## config.mk

```make
export PLATFORM = sky130hd
export DESIGN_NAME = pipe_stage_reg
export DESIGN_NICKNAME = d
export VERILOG_FILES = /design/src/rtl/pipe_stage_reg.sv
export SDC_FILE = /design/constraint.sdc
export NUM_CORES = 1
export LEC_CHECK = 0
export BUFFER_PORTS_ARGS = -buffer_cell sky130_fd_sc_hd__buf_2
export CORE_MARGIN = 1
export CORE_UTILIZATION = 35
export DETAILED_ROUTE_END_ITERATION = 12
export MAX_ROUTING_LAYER = met4
export PLACE_DENSITY_LB_ADDON = 0.1
export SETUP_SLACK_MARGIN = 0.15
export SYNTH_ARGS = -nofsm -noshare
export SYNTH_HDL_FRONTEND = slang
export SYNTH_SLANG_ARGS = --single-unit
```

## constraint.sdc

```tcl
create_clock -name clk -period 8.4 [get_ports clk]
set_clock_uncertainty 0.2 [all_clocks]
set_input_delay 0.42 -clock clk [delete_from_list [all_inputs] [get_ports clk]]
set_output_delay 0.42 -clock clk [all_outputs]
set_load 0.1 [all_outputs]
```

## src/rtl/pipe_stage_reg.sv

```systemverilog
// pipe_stage_reg: generic inter-stage register for the 5-stage core.
// Carries a datapath bus and a control bus under a valid/ready handshake,
// with flush for mispredict/trap squash. SKID=0 gives a single register with
// combinational ready. SKID=1 gives a 2-entry skid buffer with registered ready.
// Optional perf counters (stall_cnt, bubble_cnt) are enabled by defining
// PIPE_STAGE_PERF_EN.
//
// SKID=1 states:
//   state   | meaning
//   S_EMPTY | no entry held, outputs are a bubble
//   S_ONE   | main entry valid and driving the outputs, skid entry empty
//   S_FULL  | main and skid entries both valid, upstream is held off
module pipe_stage_reg #(
  parameter int DATA_W = 101,
  parameter int CTRL_W = 4,
  parameter int SKID   = 0
) (
  input  logic              clk,
  input  logic              reset,
  input  logic              flush,
  input  logic              in_valid,
  output logic              in_ready,
  input  logic [DATA_W-1:0] in_data,
  input  logic [CTRL_W-1:0] in_ctrl,
  output logic              out_valid,
  input  logic              out_ready,
  output logic [DATA_W-1:0] out_data,
  output logic [CTRL_W-1:0] out_ctrl
`ifdef PIPE_STAGE_PERF_EN
  ,
  output logic [31:0]       stall_cnt,
  output logic [31:0]       bubble_cnt
`endif
);

  logic              main_valid;
  logic [DATA_W-1:0] main_data;
  logic [CTRL_W-1:0] main_ctrl;

  generate
    if (SKID == 0) begin : g_single
      logic              valid_q;
      logic [DATA_W-1:0] data_q;
      logic [CTRL_W-1:0] ctrl_q;
      logic              accept;

      assign in_ready = ~valid_q | out_ready;
      assign accept   = in_valid & in_ready;

      // Single payload register; drained entries are zeroed so a bubble carries no payload.
      always_ff @(posedge clk or posedge reset) begin
        if (reset) begin
          valid_q <= 1'b0;
          data_q  <= '0;
          ctrl_q  <= '0;
        end else if (flush) begin
          valid_q <= 1'b0;
          data_q  <= '0;
          ctrl_q  <= '0;
        end else if (accept) begin
          valid_q <= 1'b1;
          data_q  <= in_data;
          ctrl_q  <= in_ctrl;
        end else if (out_ready) begin
          valid_q <= 1'b0;
          data_q  <= '0;
          ctrl_q  <= '0;
        end
      end

      assign main_valid = valid_q;
      assign main_data  = data_q;
      assign main_ctrl  = ctrl_q;
    end else begin : g_skid
      typedef enum logic [1:0] {S_EMPTY, S_ONE, S_FULL} state_t;

      state_t            state_q, state_d;
      logic [DATA_W-1:0] main_data_q, main_data_d, skid_data_q, skid_data_d;
      logic [CTRL_W-1:0] main_ctrl_q, main_ctrl_d, skid_ctrl_q, skid_ctrl_d;
      logic              in_ready_q;
      logic              accept, emit;

      assign accept = in_valid & in_ready_q;
      assign emit   = (state_q != S_EMPTY) & out_ready;

      // State and entry registers; ready is registered from the next state to cut the stall path.
      always_ff @(posedge clk or posedge reset) begin
        if (reset) begin
          state_q     <= S_EMPTY;
          main_data_q <= '0;
          main_ctrl_q <= '0;
          skid_data_q <= '0;
          skid_ctrl_q <= '0;
          in_ready_q  <= 1'b1;
        end else begin
          state_q     <= state_d;
          main_data_q <= main_data_d;
          main_ctrl_q <= main_ctrl_d;
          skid_data_q <= skid_data_d;
          skid_ctrl_q <= skid_ctrl_d;
          in_ready_q  <= (state_d != S_FULL);
        end
      end

      // Next-state and entry movement; flush overrides any accept or emit.
      always_comb begin
        state_d     = state_q;
        main_data_d = main_data_q;
        main_ctrl_d = main_ctrl_q;
        skid_data_d = skid_data_q;
        skid_ctrl_d = skid_ctrl_q;
        case (state_q)
          S_EMPTY: begin
            if (accept) begin
              main_data_d = in_data;
              main_ctrl_d = in_ctrl;
              state_d     = S_ONE;
            end
          end
          S_ONE: begin
            if (accept && emit) begin
              main_data_d = in_data;
              main_ctrl_d = in_ctrl;
            end else if (accept) begin
              skid_data_d = in_data;
              skid_ctrl_d = in_ctrl;
              state_d     = S_FULL;
            end else if (emit) begin
              main_data_d = '0;
              main_ctrl_d = '0;
              state_d     = S_EMPTY;
            end
          end
          S_FULL: begin
            if (emit) begin
              main_data_d = skid_data_q;
              main_ctrl_d = skid_ctrl_q;
              skid_data_d = '0;
              skid_ctrl_d = '0;
              state_d     = S_ONE;
            end
          end
          default: state_d = S_EMPTY;
        endcase
        if (flush) begin
          state_d     = S_EMPTY;
          main_data_d = '0;
          main_ctrl_d = '0;
          skid_data_d = '0;
          skid_ctrl_d = '0;
        end
      end

      assign in_ready   = in_ready_q;
      assign main_valid = (state_q != S_EMPTY);
      assign main_data  = main_data_q;
      assign main_ctrl  = main_ctrl_q;
    end
  endgenerate

  // A bubble must never carry control bits that could write the register file or memory.
  assign out_valid = main_valid;
  assign out_data  = main_valid ? main_data : '0;
  assign out_ctrl  = main_valid ? main_ctrl : '0;

`ifdef PIPE_STAGE_PERF_EN
  // Free-running stall and bubble counters; only reset clears them, flush does not.
  always_ff @(posedge clk or posedge reset) begin
    if (reset) begin
      stall_cnt  <= '0;
      bubble_cnt <= '0;
    end else begin
      if (main_valid && !out_ready) stall_cnt <= stall_cnt + 32'd1;
      if (!main_valid) bubble_cnt <= bubble_cnt + 32'd1;
    end
  end
`endif

endmodule

```

==> metrics.md <==
| Metric | Value |
|---|---|
| RR Endpoint | g_single.data_q[36]$_DFFE_PP0P_ |
| RSZ-0062 raised after global routing | false |
| CP top delay family | buffers and inverters |
| Slowest CP cell | dfrtp_2 |
| Crit end category | output port |
| Final min period | between 3 and 4 ns |
| Synthesis Warnings | 0 |
| Crit Reg-Reg Startpoint | out_valid$_DFFE_PP0P_ |
| CTS Buf Count | 9 |
| Hold Vio Cnt, Final | 0 |
| Setup crit end | out_data[100] |
| Leakage | roughly 3.5 nW |
| NetSw | between 0.3 and 0.4 mW |
| CTS tree | yes |
| Post-synthesis sequential area ratio | ~45% |
| Reg2Reg Depth | 4 |
| Total power | ~1.2 mW |
| Max incr delay on CP | 0.75 ns |
| Finished layout cell area | 7340 sq um |
| Status | complete, no violations |
| Highest clock rate | approximately 330 MHz |
| Max Transition Viols Final | 0 |
| Reg2reg setup slack | 5.63 ns |
| Root Driver | clkbuf_16 |
| Crit-path max FO | 74 |
| Final setup fails | 0 |
| Die H | between 100 and 150 microns |
| Worst-Margin Slew | 1.02 ns |
| Port bufs | about 220 |
| Crit path DAT | approximately 2.4 ns |
| Leading register cell type out of synthesis | dfrtp_1 |
| Die width | 132 microns |
| Post-CTS Setup Bufs | 0 |
| Setup crit start kind | flip-flop |
| Worst Path Buf+Inv | 2 |
| Synth area leader | dfrtp_1 |
| Comb pwr share | a little over a fifth |
| Synthesized area per cell | 10.1 sq um |
| Gr usage total | approximately 18% |
| 1st-pass router iterations | 4 |
| Pin count of the biggest net entering global routing | 111 |
| Vias/cell | 4.72 |
| Critical path depth | 3 |
| Pwr per Cell Area | ~170 nW/um^2 |
| Syn Std Cell Area | a little under 6000 sq um |
| Syn Inst Count | about 590 |
| Worst setup path start | out_valid$_DFFE_PP0P_ |
| Skew-Pair Late Insertion Delay | 0.34 ns |
| CTS clk-pin slew, worst paths | 0.07 ns |
| Post-synth ARST share | 100% |
| # rows | between 40 and 50 |
| Total Nets Final | around 880 |
| Crit path kind | flip-flop to output port |
| Gpl congestion | 0.763 |
| Full die area | between 15000 and 20000 sq um |
| Ranking of synthesized cells by area | dfrtp_1, and2_1, nand2b_1 |
| Syn_nets | ~700 |
| CTS Hold Bufs | 1 |
| Iter 0 DRT Violations | ~240 |
| Maximum VDD drop | ~86 uV |
| Worst min path class | input port to flip-flop |
| Pint | 0.833 mW |
| Count of cells resized by post-cts repair | 0 |
| Share of the synthesized area in the top cell type | between 40% and 50% |
| #FFs+latches synth | between 100 and 150 |
| Fill cell count | ~1600 |
| Clock network power share | roughly a third |
| Vias in the first global route | 4763 |
| Area delta synth->final | 24.0% |
| IO Pins | approximately 220 |
| HPWL Detailed | between 9 and 10 mm |
| Detailed-route via count | between 4000 and 5000 |
| Clk sinks | 106 |
| Core box area | ~17000 sq um |
| Longest Clk Path Bufs | 2 |
| Overflow after GRT | 0 |
| Fin crit share | between 30% and 40% |
| Final ANT Viol Nets | 0 |
| Detailed Route WL | 15.1 mm |
| Worst path cell trace | buf_4, and2_1, buf_2 |
| Reg power frac | 45.3% |
| Distinct cells, synth | 18 |
| Slew headroom | about a third |
| H-tree depth | 3 |
| Layout cells sized above 1 | a little over a third |
| Antenna violations before repair | 1 |
| Placed Area | about 7000 sq um |
| Setup_tns | 0 ns |
| Sw Ratio | between 30% and 40% |
| Synth cell count leaders | dfrtp_1, inv_1, and2_1, nand2b_1, o32ai_1 |
| Initial Util | a little over a third |
| Post-synth EDFFs | 0 |
| DR WL/cell | approximately 15 microns |
| CP required | roughly 7.8 ns |
| Max cap viols | 0 |
| # DRC | 0 |
| First-pass GRT wire length | roughly 24 mm |
placed cells by master (no fill, tap or decap):
cell type      Yosys  layout
o32ai_2           40      40
dlygate4sd3_1      0       1
buf_6              3       1
clkinv_2           0       2
inv_1            106     105
o21bai_4           1       1
buf_4              8       6
inv_4              0       1
dfrtp_2            0       1
inv_2              1       1
nand2b_4           1       1
buf_2             15     215
nand2_4            0       1
o32ai_1           65      65
and2_1           105     105
clkbuf_16          0       9
clkbuf_8           0       3
dfrtp_1          106     105
a21oi_1            1       1
nand2b_1         105     105
diode_2            0       1
clkbuf_1          28       2
routing by layer:
metal	part of all wire, %	global-route usage (%)
met5	0	-
met3	6.4	3.31
met1	48	24.4
met4	1.8	6.65
met2	44	26.9
tightest hold or removal path, delay by kind of cell:
family | cells | cell delay [ns]
simple gates | 1 | 0.06
buf+inv | 1 | 0.09
compound gates | 1 | 0.06
registers in the layout (all words and copies together), names as in the netlist:
| name | flops |
|---|---|
| g_single.data_q | 101 |
| g_single.ctrl_q | 4 |
| out_valid | 1 |
cell type report:
class | instances | area, sq um | share of cell area [%]
timing repair buffer | 223 | 1140 | 15.6
inverter | 107 | 404 | 5.50
tap | 220 | 275 | 3.75
sequential | 106 | 2650 | 36.1
clock buffer | 14 | 274 | 3.73
antenna | 1 | 2.50 | 0.0341
multi-input combinational | 319 | 2580 | 35.2
clock inverter | 2 | 10.0 | 0.136
through the flow:
| step | util [%] | setup WS [ns] | hold slack, ns | cells |
|---|---|---|---|---|
| final | 44.4 | 5.37 | 0.124 | 992 |
| after global routing | 44.4 | 5.21 | 0.117 | 992 |
| after CTS | 44.4 | 5.28 | 0.109 | 991 |
| after detailed placement | 42.7 | 5.61 | 0.327 | 974 |
| after global placement | 42.7 | 5.67 | 0.321 | 974 |
| after floorplan | - | 4.99 | 0.310 | 589 |
how the worst min path moves through the flow:
stage,start,end,depth (start not counted)
finish,in_data[26],g_single.data_q[26]$_DFFE_PP0P_,3
global route,in_data[0],g_single.data_q[0]$_DFFE_PP0P_,3
CTS,in_data[10],g_single.data_q[10]$_DFFE_PP0P_,3
detailed placement,g_single.data_q[39]$_DFFE_PP0P_,g_single.data_q[39]$_DFFE_PP0P_,2
global placement,g_single.data_q[0]$_DFFE_PP0P_,g_single.data_q[0]$_DFFE_PP0P_,2
floorplan,g_single.data_q[29]$_DFFE_PP0P_,g_single.data_q[29]$_DFFE_PP0P_,2
logic make-up after synthesis:
family / Yosys count / synth area share [%]
and+or+nand+nor: 212 / 22.5
DFF: 106 / 44.8
buffers and inverters: 164 / 11.7
AOI/OAI and AO/OA: 107 / 21.0
power by group through the flow:
stage | sequential, mW | clock (mW) | combinational [mW]
finish | 0.552 | 0.410 | 0.257
CTS | 0.552 | 0.425 | 0.261
global placement | 0.562 | 0 | 0.257
floorplan | 0.556 | 0 | 0.204
global route | 0.555 | 0.445 | 0.276
detailed placement | 0.562 | 0 | 0.260
Note: power is estimated with default switching activity, not from simulation.
